`src/rtl/gpio_pkg.sv`:
```
// Shared types and constants for the GPIO write sink.
package gpio_pkg;
   localparam int GPIO_ADDR_W = 32;
   localparam int GPIO_DATA_W = 8;
   localparam logic [31:0] GPIO_BASE_ADDR = 32'h0000_0400;
   localparam int GPIO_WINDOW_SIZE = 256;
   localparam int OVF_CNT_W = 16;

   typedef struct packed {
      logic [GPIO_ADDR_W-1:0] addr;
      logic [GPIO_DATA_W-1:0] data;
   } gpio_wr_t;

   function automatic logic [OVF_CNT_W-1:0] sat_inc(input logic [OVF_CNT_W-1:0] v);
      return (&v) ? v : v + 1'b1;
   endfunction
endpackage

```
`src/rtl/sync_fifo.sv`:
```
// Synchronous FIFO, extra-MSB pointers; head visible combinationally (1-cycle write-to-read).
// Push while full is accepted only together with a pop; storage itself is not reset.
module sync_fifo #(
   parameter int  DEPTH = 16,
   parameter type T     = logic [7:0]
) (
   input  logic                   clk,
   input  logic                   rst,
   input  logic                   push,
   input  T                       wr,
   input  logic                   pop,
   output T                       rd,
   output logic                   full,
   output logic                   empty,
   output logic [$clog2(DEPTH):0] level
);
   localparam int AW = $clog2(DEPTH);

   T               mem [DEPTH];
   logic [AW:0]    wr_ptr;
   logic [AW:0]    rd_ptr;
   logic           do_push;
   logic           do_pop;

   assign empty   = (wr_ptr == rd_ptr);
   assign full    = (wr_ptr[AW] != rd_ptr[AW]) && (wr_ptr[AW-1:0] == rd_ptr[AW-1:0]);
   assign do_pop  = pop && !empty;
   assign do_push = push && (!full || do_pop);
   // Gate the head so the output reads zero whenever nothing is stored.
   assign rd      = empty ? '0 : mem[rd_ptr[AW-1:0]];

   always_ff @(posedge clk) begin
      if (do_push) mem[wr_ptr[AW-1:0]] <= wr;
   end

   always_ff @(posedge clk or posedge rst) begin
      if (rst) begin
         wr_ptr <= '0;
         rd_ptr <= '0;
         level  <= '0;
      end else begin
         if (do_push) wr_ptr <= wr_ptr + 1'b1;
         if (do_pop)  rd_ptr <= rd_ptr + 1'b1;
         case ({do_push, do_pop})
            2'b10:   level <= level + 1'b1;
            2'b01:   level <= level - 1'b1;
            default: level <= level;
         endcase
      end
   end
endmodule

```
`src/rtl/gpio_sink.sv`:
```
// Captures core GPIO writes into a FIFO and hands them out over valid/ready; 1-cycle latency.
// Writes arriving while full without a pop are dropped and counted. Filter: GPIO_SINK_ADDR_FILTER_EN.
module gpio_sink
   import gpio_pkg::*;
#(
   parameter int                DEPTH       = 16,
   parameter int                ADDR_W      = 32,
   parameter int                DATA_W      = 8,
   parameter logic [ADDR_W-1:0] BASE_ADDR   = ADDR_W'(GPIO_BASE_ADDR),
   parameter int                WINDOW_SIZE = GPIO_WINDOW_SIZE
) (
   input  logic                   clk,
   input  logic                   rst,
   input  logic [ADDR_W-1:0]      GPIOaddr,
   input  logic [DATA_W-1:0]      GPIO,
   input  logic                   GPIOEn,
   output logic                   out_valid,
   input  logic                   out_ready,
   output logic [ADDR_W-1:0]      out_addr,
   output logic [DATA_W-1:0]      out_data,
   output logic [$clog2(DEPTH):0] level,
   output logic                   overflow,
   output logic [OVF_CNT_W-1:0]   ovf_count,
   input  logic                   ovf_clr
);
   typedef struct packed {
      logic [ADDR_W-1:0] addr;
      logic [DATA_W-1:0] data;
   } entry_t;

`ifdef GPIO_SINK_ADDR_FILTER_EN
   localparam bit FILTER_EN = 1'b1;
`else
   localparam bit FILTER_EN = 1'b0;
`endif

   // One extra bit so the window end cannot wrap at the top of the address space.
   localparam logic [ADDR_W:0] WIN_LO = (ADDR_W+1)'(BASE_ADDR);
   localparam logic [ADDR_W:0] WIN_HI = WIN_LO + (ADDR_W+1)'(WINDOW_SIZE);

   entry_t wr_ent;
   entry_t rd_ent;
   logic   in_window;
   logic   push_req;
   logic   pop;
   logic   drop;
   logic   fifo_full;
   logic   fifo_empty;

   assign in_window = ({1'b0, GPIOaddr} >= WIN_LO) && ({1'b0, GPIOaddr} < WIN_HI);
   assign push_req  = GPIOEn && (in_window || !FILTER_EN);
   assign out_valid = !fifo_empty;
   assign pop       = out_valid && out_ready;
   assign drop      = push_req && fifo_full && !pop;
   assign wr_ent    = '{addr: GPIOaddr, data: GPIO};
   assign out_addr  = rd_ent.addr;
   assign out_data  = rd_ent.data;

   sync_fifo #(
      .DEPTH (DEPTH),
      .T     (entry_t)
   ) u_fifo (
      .clk   (clk),
      .rst   (rst),
      .push  (push_req),
      .wr    (wr_ent),
      .pop   (pop),
      .rd    (rd_ent),
      .full  (fifo_full),
      .empty (fifo_empty),
      .level (level)
   );

   // Clear takes priority, but a drop in the same cycle is still recorded.
   always_ff @(posedge clk or posedge rst) begin
      if (rst) begin
         overflow  <= 1'b0;
         ovf_count <= '0;
      end else if (ovf_clr) begin
         overflow  <= drop;
         ovf_count <= drop ? OVF_CNT_W'(1) : '0;
      end else if (drop) begin
         overflow  <= 1'b1;
         ovf_count <= sat_inc(ovf_count);
      end
   end
endmodule

```
`config.mk`:
```
export PLATFORM = sky130hd
export DESIGN_NAME = gpio_sink
export DESIGN_NICKNAME = d
export VERILOG_FILES = /design/src/rtl/gpio_pkg.sv /design/src/rtl/sync_fifo.sv /design/src/rtl/gpio_sink.sv
export SDC_FILE = /design/constraint.sdc
export NUM_CORES = 1
export LEC_CHECK = 0
export CAP_MARGIN = 20
export CORE_MARGIN = 1
export CORE_UTILIZATION = 41
export CTS_BUF_LIST = sky130_fd_sc_hd__clkbuf_4 sky130_fd_sc_hd__clkbuf_8
export CTS_CLUSTER_DIAMETER = 60
export DETAILED_ROUTE_END_ITERATION = 6
export PLACE_DENSITY = 0.59
export SLEW_MARGIN = 25
export SYNTH_ARGS = -nofsm -noshare
export SYNTH_HDL_FRONTEND = slang
export SYNTH_SLANG_ARGS = --single-unit
```
`constraint.sdc`:
```
create_clock -name clk -period 4.72 [get_ports clk]
set_clock_uncertainty 0.15 [all_clocks]
set_input_delay 0.944 -clock clk [delete_from_list [all_inputs] [get_ports clk]]
set_output_delay 0.944 -clock clk [all_outputs]
set_load 0.03 [all_outputs]
```
==> impl_metrics.ini <==
[run_status]
status = complete, no violations

[worst_setup_path]
crit_buf_inv = 2
worstReg2RegStart = u_fifo.wr_ptr[2]
crit_chain = buf_4 -> mux4_2 -> mux2_2 -> o21ai_0 -> a21oi_1 -> clkdlybuf4s50_1
path_max_fanout = 41
reg2reg_slack_ns = 1.56
reg2reg_depth = 10
slowest_stage = clkdlybuf4s50_1
endpoint_kind = output pin
critical_path.startpoint_type = flip-flop
crit_required_ns = 3.63
arrival_ns = 3.45
r2r_end = u_fifo.level[4]
worstSetupPathType = reg2out
max_stage_delay_ns = 0.66
crit_family = buffers and inverters

[sta]
fmax_ghz = 0.220
rsz0062_at_grt = no
finalCritPeriodShare_pct = 96.3
drv_slew = 0
max_slew_margin_pct = 37.1
timing.hold.ws_ns = 0.332
final_hold_viol_count = 0
final.setup.tns_ns = 0
setup_viol = 0
worstMarginPinSlew_ns = 0.939
min_period_ns = 4.54

[layout]
syn_to_final_growth_pct = 17.3
drive_above_1_share_pct = 30.0
nets = 1486

[die]
ios = 108
die_w_microns = 255
die_area_sq_um = 65200
die_h_microns = 255
core_area_sq_um = 63300
initial_core_util_pct = 41.6
row_count = 92

[routing]
drt_iter0_markers = 1055
wl_per_cell_microns = 24.2
wl_microns = 57400
drtPass1Iterations = 5
postRouteAntennaNets = 0
via_per_inst = 5.38
vias = 12764
drc_errors = 0

[synthesis]
synth_fp_nets = 1286
ys.flop_type = edfxtp_1
synth-compound-area-share_pct = 2.37
syn_inst = 1233
synth.distinct_cells = 45
async_reset_ff_share_pct = 4.76
synth_seq_cells = 672
syn_area_sq_um = 26300
synthXorXnorAreaFrac_pct = 0.665
synth_seq_area_share_pct = 76.0
synth_top_family_by_area = multiplexers
synthTopCellsByCount = edfxtp_1 (640), mux4_2 (160), a21oi_1 (55)
yosysMostFrequentCell = edfxtp_1
synth-simple-area-share_pct = 2.07
synth-adder-area-share_pct = 0.380
synth_mux_area_share_pct = 17.3
synth_top_area_share_pct = 73.0
synth_area_leaders = edfxtp_1 (73%), mux4_2 (14%), dfrtp_1 (3.0%), mux2_2 (2.0%), mux2i_1 (1.6%)
yosys.area.top_type = edfxtp_1
postSynthAreaPerCell_sq_um = 21.4
yosys_warnings = 0
synth_edf_count = 640

[pwr]
total_power_w = 0.0189
max-vdd-ir-drop_uv = 491
leakagePower_nw = 9.92
powerDensity_nw_per_um2 = 611

[min_path]
hold_class = reg2reg
min_to = overflow
hp-start = overflow
whs_path_depth = 1

[clock_tree]
clkSinkCount = 672
htree_levels = 3
cts-hold-fix-buffers = 0
clock_latency_ns = 0.70
cts_root_buf = clkbuf_8
cts_tree = built
cts_buffer_depth = 3
numCtsBuffers = 107
cts.clk_slew.worst_paths_ns = 0.06

[global_route]
antenna_found_initial = 3
grtUsageMet3_pct = 3.33
grt_pass1_vias = 13471
track_usage_pct = 17.9
use_met1_pct = 24.8
met2_usage_pct = 28.7
gr-total-overflow = 0
grt_max_degree = 124
busiest_layer = met2
grt_pass1_wl_microns = 86500

[placed_design]
dp_hpwl_microns = 29900
routabilityCongestion = 0.758
io_buffers = 107

[job]
cap_viol_max_count = 0
-- logic make-up (layout without fill, tap and decap cells) --
kind of cell    Yosys count  count (layout)
other cells               0               2
flops                   672             672
compound gates          116             116
simple gates             93              93
mux                     248             248
xor+xnor                 20              20
fa+ha+maj                 8               8
buf+inv                  76             366
-- repair_timing --
action,in CTS,in global routing
setup buffers,0,2
resized for setup,0,1
hold endpoints to repair,0,0
setup endpoints to repair,0,26
-- worst max-delay path by stage --
stage	cells past startpoint	slack, ns	startpoint	endpoint
final	6	0.18	u_fifo.rd_ptr[2]	out_data[5]
after global routing	6	0.005	u_fifo.rd_ptr[0]	out_addr[4]
after CTS	7	0.04	u_fifo.wr_ptr[2]	out_data[5]
after detailed placement	7	0.82	u_fifo.wr_ptr[2]	out_data[5]
after global placement	6	0.86	u_fifo.rd_ptr[0]	out_addr[5]
after floorplan	4	0.54	GPIOEn	u_fifo.mem[7][0]
-- stage by stage --
step | instance area, sq um | cells | utilization (%) | setup WS, ns
final | 30900 | 2371 | 48.8 | 0.177
after global routing | 30900 | 2370 | 48.8 | 0.00536
after floorplan | 26300 | 1233 | - | 0.538
after CTS | 30800 | 2367 | 48.7 | 0.0402
after detailed placement | 28800 | 2168 | 45.5 | 0.819
after global placement | 28800 | 2168 | 45.5 | 0.863
-- layout make-up --
type | count | area [sq um]
fillers | 5165 | 32400
clock buffers | 139 | 1710
multi-input cells | 485 | 6110
well taps | 846 | 1060
diodes | 2 | 5.00
repair buffers | 159 | 1590
flip-flops and latches | 672 | 20000
inverters | 8 | 30.0
clock inverters | 60 | 328
-- flip-flops by register name, summed over array words and instances (netlist names) --
register and cells:
overflow 1, u_fifo.level 5, u_fifo.mem 640, u_fifo.wr_ptr 5, ovf_count 16, u_fifo.rd_ptr 5
-- metal layers --
| layer | vias up | wire [microns] |
|---|---|---|
| li1 | 5564 | - |
| met1 | 6817 | 25800 |
| met2 | 304 | 28000 |
| met3 | 75 | 2650 |
| met4 | 4 | 957 |
| met5 | - | 23 |
-- power breakdown --
group	internal, W	total (W)	switching (W)	leakage (nW)
Combinational	0.00296	0.00678	0.00382	2.66
Clock	0.00244	0.00467	0.00223	1.07
Sequential	0.00718	0.00741	0.000228	6.19
-- layout by cell type, fill, tap and decap left out, types with 3 or more instances in the layout --
master and instances:
or3_1 3, clkbuf_4 32, or4_1 7, clkbuf_8 107, mux4_2 160, clkinvlp_4 3, nor3_4 4, clkdlybuf4s50_1 96
ha_1 8, nor2b_1 5, buf_12 11, nand4_1 7, mux2i_1 42, nand2b_1 3, nand2_1 14, a21oi_1 55
xor2_1 8, xnor2_1 12, clkinv_2 10, edfxtp_1 640, a31oi_1 4, nor2_1 8, dfrtp_1 28, dfrtp_4 4
mux2_2 46, nor2_4 11, nand3_1 6, clkinv_1 39, buf_4 51, and3_1 5, nor4_1 3, nand4b_1 3
o21ai_0 44, o31ai_1 6, inv_1 7
Power figures use the tool's default switching activity.
